[src/rtl/usb_flash_seq_pkg.sv]
// Shared types and constants for the DFU page sequencer: state encoding,
// command opcodes and DFU bStatus codes.
package usb_flash_seq_pkg;

  typedef enum logic [1:0] {
    ST_IDLE    = 2'd0,
    ST_RD      = 2'd1,
    ST_WR_FILL = 2'd2,
    ST_WR_WAIT = 2'd3
  } seq_state_e;

  localparam logic [1:0] OP_DNLOAD = 2'd0;
  localparam logic [1:0] OP_UPLOAD = 2'd1;

  localparam logic [7:0] DFU_OK               = 8'h00;
  localparam logic [7:0] DFU_ERR_CHECK_ERASED = 8'h05;
  localparam logic [7:0] DFU_ERR_PROG         = 8'h06;
  localparam logic [7:0] DFU_ERR_ADDRESS      = 8'h08;
  localparam logic [7:0] DFU_ERR_UNKNOWN      = 8'h0E;

endpackage

[src/rtl/falling_edge_detector.sv]
// Registers a level and flags the cycle in which it goes from high to low.
module falling_edge_detector (
  input  logic clk,
  input  logic reset,
  input  logic sig,
  output logic fall
);

  logic sig_q;
  logic sig_d;

  always_comb sig_d = sig;

  always_ff @(posedge clk) begin
    if (reset) sig_q <= 1'b0;
    else       sig_q <= sig_d;
  end

  assign fall = sig_q & ~sig;

endmodule

[src/rtl/usb_flash_page_sequencer.sv]
// Maps DFU block commands onto single-page SPI flash bridge transfers.
// Optional FLASH_SEQ_ORDER_CHECK_EN enforces sequential DNLOAD block order.
module usb_flash_page_sequencer
  import usb_flash_seq_pkg::*;
#(
  parameter logic [15:0] BASE_PAGE    = 16'h0200,
  parameter logic [15:0] PAGE_LIMIT   = 16'h0400,
  parameter int          PAGE_SIZE    = 256,
  parameter int          BUSY_TIMEOUT = 2**24
) (
  input  logic        clk,
  input  logic        reset,
  input  logic        cmd_valid,
  output logic        cmd_ready,
  input  logic [1:0]  cmd_op,
  input  logic [15:0] cmd_block,
  input  logic [8:0]  cmd_len,
  input  logic        abort,
  output logic        done,
  output logic [7:0]  status,
  output logic [15:0] flash_address,
  output logic        flash_rd_request,
  output logic        flash_wr_request,
  input  logic        flash_wr_busy,
  input  logic        flash_rd_put,
  input  logic        flash_wr_get,
  output seq_state_e  dbg_state
);

  localparam int             TW          = $clog2(BUSY_TIMEOUT + 1);
  localparam logic [8:0]     PAGE_SIZE_C = 9'(PAGE_SIZE);
  localparam logic [TW-1:0]  TIMEOUT_C   = TW'(BUSY_TIMEOUT);

  seq_state_e    state_q, state_d;
  logic [8:0]    cnt_q, cnt_d;
  logic [8:0]    len_q, len_d;
  logic [15:0]   addr_q, addr_d;
  logic          rd_req_q, rd_req_d;
  logic          wr_req_q, wr_req_d;
  logic          done_q, done_d;
  logic [7:0]    status_q, status_d;
  logic [TW-1:0] tmo_q, tmo_d;
  logic          seen_busy_q, seen_busy_d;
  logic          aborted_q, aborted_d;
`ifdef FLASH_SEQ_ORDER_CHECK_EN
  logic [15:0]   exp_blk_q, exp_blk_d;
  logic [15:0]   block_q, block_d;
`endif

  logic [16:0]   page;
  logic          addr_bad;
  logic [8:0]    cnt_inc;
  logic [TW-1:0] tmo_inc;
  logic          busy_fall;

  falling_edge_detector u_busy_fall (
    .clk   (clk),
    .reset (reset),
    .sig   (flash_wr_busy),
    .fall  (busy_fall)
  );

  assign page     = {1'b0, BASE_PAGE} + {1'b0, cmd_block};
  assign addr_bad = page[16] || (page[15:0] >= PAGE_LIMIT);
  // Byte counter saturates instead of wrapping.
  assign cnt_inc  = (cnt_q == 9'h1FF) ? cnt_q : cnt_q + 9'd1;
  assign tmo_inc  = (tmo_q == TIMEOUT_C) ? tmo_q : tmo_q + TW'(1);

  always_comb begin
    state_d     = state_q;
    cnt_d       = cnt_q;
    len_d       = len_q;
    addr_d      = addr_q;
    rd_req_d    = rd_req_q;
    wr_req_d    = wr_req_q;
    done_d      = 1'b0;
    status_d    = status_q;
    tmo_d       = tmo_q;
    seen_busy_d = seen_busy_q;
    aborted_d   = aborted_q;
`ifdef FLASH_SEQ_ORDER_CHECK_EN
    exp_blk_d   = exp_blk_q;
    block_d     = block_q;
`endif
    unique case (state_q)
      ST_IDLE: begin
`ifdef FLASH_SEQ_ORDER_CHECK_EN
        if (abort) exp_blk_d = 16'd0;
`endif
        if (cmd_valid) begin
          cnt_d = 9'd0;
          len_d = cmd_len;
`ifdef FLASH_SEQ_ORDER_CHECK_EN
          block_d = cmd_block;
`endif
          if (cmd_op[1]) begin
            done_d   = 1'b1;
            status_d = DFU_ERR_UNKNOWN;
          end else if (addr_bad) begin
            done_d   = 1'b1;
            status_d = DFU_ERR_ADDRESS;
          end else if (cmd_len > PAGE_SIZE_C) begin
            done_d   = 1'b1;
            status_d = DFU_ERR_UNKNOWN;
          end else if (cmd_op == OP_UPLOAD) begin
            addr_d   = page[15:0];
            rd_req_d = 1'b1;
            state_d  = ST_RD;
          end else if (cmd_len == 9'd0) begin
            done_d   = 1'b1;
            status_d = DFU_OK;
`ifdef FLASH_SEQ_ORDER_CHECK_EN
            exp_blk_d = 16'd0;
          end else if (cmd_block != exp_blk_q) begin
            done_d   = 1'b1;
            status_d = DFU_ERR_CHECK_ERASED;
`endif
          end else begin
            addr_d    = page[15:0];
            wr_req_d  = 1'b1;
            aborted_d = 1'b0;
            state_d   = ST_WR_FILL;
          end
        end
      end
      ST_RD: begin
        if (abort) begin
          rd_req_d = 1'b0;
          done_d   = 1'b1;
          status_d = DFU_ERR_UNKNOWN;
          state_d  = ST_IDLE;
        end else if (flash_rd_put) begin
          cnt_d = cnt_inc;
          if (cnt_inc == PAGE_SIZE_C) begin
            rd_req_d = 1'b0;
            done_d   = 1'b1;
            status_d = DFU_OK;
            state_d  = ST_IDLE;
          end
        end
      end
      ST_WR_FILL: begin
        // An abort still programs the bytes already handed to the bridge.
        if (abort || (flash_wr_get && (cnt_inc == len_q))) begin
          if (!abort) cnt_d = cnt_inc;
          aborted_d   = abort;
          wr_req_d    = 1'b0;
          seen_busy_d = 1'b0;
          tmo_d       = '0;
          state_d     = ST_WR_WAIT;
        end else if (flash_wr_get) begin
          cnt_d = cnt_inc;
        end
      end
      ST_WR_WAIT: begin
        tmo_d       = tmo_inc;
        seen_busy_d = seen_busy_q | flash_wr_busy;
        if (seen_busy_q && busy_fall) begin
          done_d   = 1'b1;
          status_d = aborted_q ? DFU_ERR_UNKNOWN : DFU_OK;
          state_d  = ST_IDLE;
`ifdef FLASH_SEQ_ORDER_CHECK_EN
          if (!aborted_q) exp_blk_d = block_q + 16'd1;
`endif
        end else if (tmo_inc == TIMEOUT_C) begin
          done_d   = 1'b1;
          status_d = DFU_ERR_PROG;
          state_d  = ST_IDLE;
        end
      end
      default: state_d = ST_IDLE;
    endcase
  end

  always_ff @(posedge clk) begin
    if (reset) begin
      state_q     <= ST_IDLE;
      cnt_q       <= 9'd0;
      len_q       <= 9'd0;
      addr_q      <= 16'd0;
      rd_req_q    <= 1'b0;
      wr_req_q    <= 1'b0;
      done_q      <= 1'b0;
      status_q    <= 8'd0;
      tmo_q       <= '0;
      seen_busy_q <= 1'b0;
      aborted_q   <= 1'b0;
`ifdef FLASH_SEQ_ORDER_CHECK_EN
      exp_blk_q   <= 16'd0;
      block_q     <= 16'd0;
`endif
    end else begin
      state_q     <= state_d;
      cnt_q       <= cnt_d;
      len_q       <= len_d;
      addr_q      <= addr_d;
      rd_req_q    <= rd_req_d;
      wr_req_q    <= wr_req_d;
      done_q      <= done_d;
      status_q    <= status_d;
      tmo_q       <= tmo_d;
      seen_busy_q <= seen_busy_d;
      aborted_q   <= aborted_d;
`ifdef FLASH_SEQ_ORDER_CHECK_EN
      exp_blk_q   <= exp_blk_d;
      block_q     <= block_d;
`endif
    end
  end

  assign cmd_ready        = (state_q == ST_IDLE);
  assign done             = done_q;
  assign status           = status_q;
  assign flash_address    = addr_q;
  assign flash_rd_request = rd_req_q;
  assign flash_wr_request = wr_req_q;
  assign dbg_state        = state_q;

endmodule

[config.mk]
export PLATFORM = sky130hd
export DESIGN_NAME = usb_flash_page_sequencer
export DESIGN_NICKNAME = d
export VERILOG_FILES = /design/src/rtl/usb_flash_seq_pkg.sv /design/src/rtl/falling_edge_detector.sv /design/src/rtl/usb_flash_page_sequencer.sv
export SDC_FILE = /design/constraint.sdc
export NUM_CORES = 1
export LEC_CHECK = 0
export BUFFER_PORTS_ARGS = -buffer_cell sky130_fd_sc_hd__buf_2
export CORE_ASPECT_RATIO = 0.7
export CORE_MARGIN = 3
export CORE_UTILIZATION = 55
export DETAILED_ROUTE_END_ITERATION = 6
export PLACE_DENSITY = 0.87
export SKIP_LAST_GASP = 1
export SLEW_MARGIN = 20
export SYNTH_ARGS = -nofsm -noshare
export SYNTH_HDL_FRONTEND = slang
export SYNTH_SLANG_ARGS = --single-unit
[constraint.sdc]
create_clock -name clk -period 4 [get_ports clk]
set_input_delay 0 -clock clk [delete_from_list [all_inputs] [get_ports clk]]
set_output_delay 0 -clock clk [all_outputs]
set_load 0.03 [all_outputs]
======== After elaboration in Yosys (flattened, before gate mapping) ========
Index checks and enable logic that the tools add are counted.
W data, S select, Z words.
operators by class
  add/subtract/negate cells ............... 3
  multiply operators ...................... 0
  div/mod/pow operators ................... 0
  $lt $le $gt $ge ......................... 2
  equal/unequal tests ..................... 28
  shifts and indexed selects .............. 0
  multiplexer cells ....................... 77
  bitwise logic cells ..................... 6
  reduce and logical (&&, ||, !) cells .... 19
operator list
  cell                      count
  $mux W8                   11
  $mux W9                   7
  $eq A25 B25 Y1 const B    2
  $mux W25                  2
  $pmux W25 S2              1
  $mux W1                   33
  $mux W16                  2
  $pmux W9 S3               1
  $add A25 B1 Y25 const B   1
  $mux W2                   12
  $pmux W8 S3               1
  $ne A2 B2 Y1 const B      10
  $eq A9 B9 Y1 const B      2
  $ne A3 B3 Y1 const B      6
  $add A10 B16 Y17 const A  1
  $ge A16 B11 Y1 const B    1
  $reduce_and A8 Y1         2
  $reduce_and A6 Y1         2
  $add A9 B1 Y9 const B     1
  $eq A9 B9 Y1              1
  $gt A9 B9 Y1 const B      1
  $logic_not A9 Y1          1
  $reduce_and A9 Y1         1
  $pmux W1 S2               4
  18 further kinds          29
storage, ports and cells
  bits in registers ....................... 75
  latch bits .............................. 0
  memory bits (writable) .................. 0
  bits in read-only memories .............. 0
  logic and storage cells ................. 147
  memories ................................ 0

======== Longest topological paths before layout ========
  depth after elaboration ................. 8
  gate-level depth with buffers ........... 13
  gate-level depth less buffers ........... 10

======== By module ========
From an unflattened synthesis, not the netlist that was laid out.
second synthesis, totals
  cells, all modules ...................... 603
  area, all modules ....................... 4570.6 um2
by module, submodules not included
  module                    instances  cells each  area an instance (um2)
  usb_flash_page_sequencer  1          600         4535.6
  falling_edge_detector     1          3           35.0

======== Least setup slack after synthesis ========
Ideal clock, no wire load.
  path type ............................... register to register
  start ................................... reg cnt_q[0]
  end ..................................... reg tmo_q[4]
  setup time .............................. 0.074 ns
  arrival time ............................ 2.725 ns
  setup slack ............................. 1.201 ns
  cell stages (with the launch flop) ...... 13
  clock period less this slack ............ 2.799 ns
  cell sequence ........................... dfxtp_1 -> ha_1 -> buf_2 -> and4_1 -> buf_2 -> a21oi_1 -> nor3b_1 -> nor4_1 -> nand4_1 -> o311a_1 -> buf_2 -> or4_1 -> a31oi_1
between the ends
  longest elaborated chain between the ends .. 7
ends and longest elaborated chain
  element                                               line                             source
  start: declaration                                    usb_flash_page_sequencer.sv:35   logic [8:0] cnt_q, cnt_d;
  start signal: assignment                              usb_flash_page_sequencer.sv:194  cnt_q <= cnt_d;
  $add A9 B1 Y9 / $eq A9 B9 Y1 (equally long branches)  usb_flash_page_sequencer.sv:66   assign cnt_inc = (cnt_q == 9'h1FF) ? cnt_q : cnt_q + 9'd1;
  $mux W9 (*)                                           usb_flash_page_sequencer.sv:66
  $eq A9 B9 Y1 (*)                                      usb_flash_page_sequencer.sv:144  if (abort || (flash_wr_get && (cnt_inc == len_q))) begin
  $logic_and A1 B1 Y1 (*)                               usb_flash_page_sequencer.sv:144
  $logic_or A1 B1 Y1 (*)                                usb_flash_page_sequencer.sv:144
  $ne A2 B2 Y1 (no source line) (*)                     --
  $reduce_and A2 Y1 (no source line) (*)                --
  end signal: assignment                                usb_flash_page_sequencer.sv:201  tmo_q <= tmo_d;
  end: declaration                                      usb_flash_page_sequencer.sv:42   logic [TW-1:0] tmo_q, tmo_d;
Every way passes the cells marked *; elsewhere a longest branch is shown, timed or not.
A chain may end at the register's enable or synchronous reset.

======== Worst setup path in the final report ========
  start ................................... reg cnt_q[0]
  end ..................................... reg tmo_q[2]
The elaborated chain is that of the path after synthesis.

==> impl_metrics.yaml <==
outcome:
  outcome: "complete, no violations"
grt:
  antenna_found_initial: 0
  grt_util_all_layers: 0.309
  grt_pass1_wl_um: 23000
  grt_overflow: 0
  grt_pass1_vias: 4599
  grt_max_degree: 62
timing:
  post-route-min-period_ns: 3.51
  setup_ws_ns: 0.490
  finalSetupViolations: 0
  rsz0062_at_grt: "false"
  tightest_slew_ns: 0.700
  clock.fmax_mhz: 285
  period_share: 0.877
  holdWs_ns: 0.221
  drv_slew: 0
  hold_viol: 0
  worst_clock_skew_ns: 0.00860
  setup_tns_ns: 0
  maxSlewHeadroom: 0.532
clock_network:
  clock-sinks: 69
  cts_setup_buffers: 0
  clk-insertion-delay-late_ns: 0.35
  cts_tree: "done"
  clk_path_buf_depth: 2
  cts-root-buf: "clkbuf_16"
  cts_buffers: 9
  path_clk_slew_ns: 0.06
  htree_num_levels: 3
drt:
  wl_per_cell_um: 18.9
  routed-via-count: 5162
  drtPass1Iterations: 6
  drt_iter0_drc: 822
  drc: 0
  detail-route-antenna-nets: 0
  viasPerCell: 6.80
  wl_um: 14300
critical_path:
  critPathMaxFanout: 21
  crit_type: "reg2reg"
  end_kind: "register"
  cp.required_ns: 4.27
  arrival_ns: 3.78
  start_kind: "register"
floorplan:
  fp.dieArea_um2: 9360
  io_pins: 64
  dieHeight_um: 81.8
  die_width_um: 114
  placementRows: 26
  start_util: 0.591
  core-area_um2: 7640
logic_synthesis:
  yosysUniqueCellTypes: 70
  synthArstFlopShare: 0
  yosys_register_bits: 69
  synth_top_family_by_area: "simple AND/OR/NAND/NOR gates"
  syn_area_um2: 4520
  seq_area_frac_synth: 0.306
  syn_avg_cell_area_um2: 7.41
  synth_edf_count: 0
  syn_inst: 610
  synthMuxAreaShare: 0.00665
  synth-simple-area-share: 0.313
  synth_top_flop_cell: "dfxtp_1"
  synth_warnings: 0
  synth-compound-area-share: 0.253
  synth-adder-area-share: 0.0222
  synth_xor_area_frac: 0.0233
power:
  seqPwrFrac: 0.398
  powerDensity_nw_per_um2: 357
  pwr-share-clk: 0.394
  p_leak_uw: 0.00187
  vdd_drop_max_v: 0.000359
  p_int_uw: 1260
  sw_frac_of_total: 0.323
  comb_power_share: 0.208
  p_switching_uw: 601
final_layout:
  nNetsFinal: 698
  n_antenna_cell: 0
  stdcell_count: 759
  drive_gt1_frac: 0.142
  fillers: 652
  area_growth_syn_to_layout_pct: 15.2
  post-route-util: 0.681
placement:
  placedCellCount: 722
  globalplace.congestion: 0.969
  place_ws_ns: 0.581
  dp_hpwl_um: 9560
  io_buffers: 58
min_path:
  hp-class: "in2reg"
flow_run:
  cap_violations: 0
cell type report:
class / instances / area (µm²) / area share
clock buffer: 10 / 229 / 0.0440
clock inverter: 6 / 38.8 / 0.00745
inverter: 21 / 78.8 / 0.0151
multi-input combinational: 470 / 2810 / 0.540
sequential: 69 / 1380 / 0.265
tap: 98 / 123 / 0.0236
timing repair buffer: 85 / 546 / 0.105
metal layers:
| layer | vias up | GRT usage | share of wire | routed length, µm |
|---|---|---|---|---|
| met5 | - | 0 | 0 | 0 |
| met4 | 0 | 0.0949 | 0.016 | 234 |
| met3 | 39 | 0.0655 | 0.11 | 1530 |
| met2 | 355 | 0.494 | 0.45 | 6500 |
| met1 | 2426 | 0.421 | 0.42 | 6070 |
| li1 | 2342 | - | - | - |
cell usage after synthesis, drive strengths merged (4+ instances only):
| cell type | instances | share of area |
|---|---|---|
| nor4 | 15 | 0.027 |
| and3 | 16 | 0.022 |
| o21ai | 33 | 0.037 |
| nand3 | 25 | 0.028 |
| o31ai | 4 | 0.0066 |
| nor3b | 4 | 0.0066 |
| or2 | 4 | 0.0055 |
| or3 | 8 | 0.011 |
| nor2b | 5 | 0.0069 |
| clkbuf | 32 | 0.027 |
| xor2 | 4 | 0.0078 |
| a21oi | 56 | 0.062 |
| a211o | 4 | 0.0080 |
| nor4b | 5 | 0.013 |
| nor3 | 30 | 0.034 |
| and2 | 5 | 0.0069 |
| or4 | 6 | 0.011 |
| inv | 20 | 0.017 |
| o32ai | 4 | 0.0078 |
| and4 | 7 | 0.014 |
| nand4 | 13 | 0.018 |
| nand2 | 81 | 0.067 |
| a311oi | 4 | 0.0078 |
| buf | 22 | 0.031 |
| a31oi | 23 | 0.032 |
| a41oi | 4 | 0.0094 |
| ha | 8 | 0.022 |
| a211oi | 11 | 0.018 |
| xnor2 | 8 | 0.016 |
| dfxtp | 69 | 0.31 |
| o211ai | 11 | 0.018 |
| nor2 | 35 | 0.029 |
per-stage QoR:
step	total power [µW]	cell area, µm²
finish	1860	5200
global route	1920	5200
CTS	1850	5200
detailed placement	1110	4730
global placement	1090	4730
floorplan	1010	4530
flip-flops by register name, summed over array words and instances (netlist names), 2 cells and up:
register / count
dbg_state: 2
flash_address: 16
len_q: 9
cnt_q: 9
status: 2
tmo_q: 25
cells by family after synthesis:
family,count (synthesis)
AND/OR/NAND/NOR,266
AO/OA/AOI/OAI,176
buffers and inverters,75
flip-flops,69
XOR/XNOR,12
adder cells (fa/ha/maj),8
multiplexers,3
other,1
power groups by stage:
stage                     Combinational [µW]  Clock, µW  Sequential, µW
after floorplan                          229          0             778
after global placement                   344          0             751
after detailed placement                 356          0             753
after CTS                                373        736             738
after global routing                     415        766             743
final                                    387        733             740
repair_timing:
action	in CTS	in global routing
hold endpoints to repair	21	0
resized for setup	0	0
hold buffers	21	0
worst paths after layout:
| kind | from | end | slack, ns | depth (start not counted) |
|---|---|---|---|---|
| worst min register to register | flash_address[8] | flash_address[8] | 0.45 | 2 |
| worst max-delay path | cnt_q[0] | tmo_q[2] | 0.49 | 9 |
| worst max register to register | cnt_q[0] | tmo_q[2] | 0.49 | 9 |
| worst min-delay path | cmd_op[0] | dbg_state[0] | 0.22 | 5 |
worst max-delay path: stages, from the launching register on:
cell and delay, ns:
dfxtp_1 0.45, ha_1 0.38, nand4_1 0.25, nor2_1 0.32, mux2i_1 0.28, xor2_1 0.22
nand4_1 0.18, o311a_1 0.64, or4_1 0.54, a31oi_1 0.16
cells in the final DEF, fill, tap and decap left out, drive strengths merged, types with 6 or more instances in the layout:
cell type | Yosys | layout
o21ai | 33 | 33
nor2 | 35 | 35
a21oi | 56 | 56
buf | 22 | 64
nand3 | 25 | 25
nor4 | 15 | 15
nand2 | 81 | 81
inv | 20 | 21
or4 | 6 | 6
and3 | 16 | 16
or3 | 8 | 8
a211oi | 11 | 11
dfxtp | 69 | 69
clkbuf | 32 | 10
nand4 | 13 | 13
nor3 | 30 | 30
o211ai | 11 | 11
xnor2 | 8 | 8
a31oi | 23 | 23
ha | 8 | 8
and4 | 7 | 7
dlygate4sd3 | 0 | 21
Power figures use the tool's default switching activity.
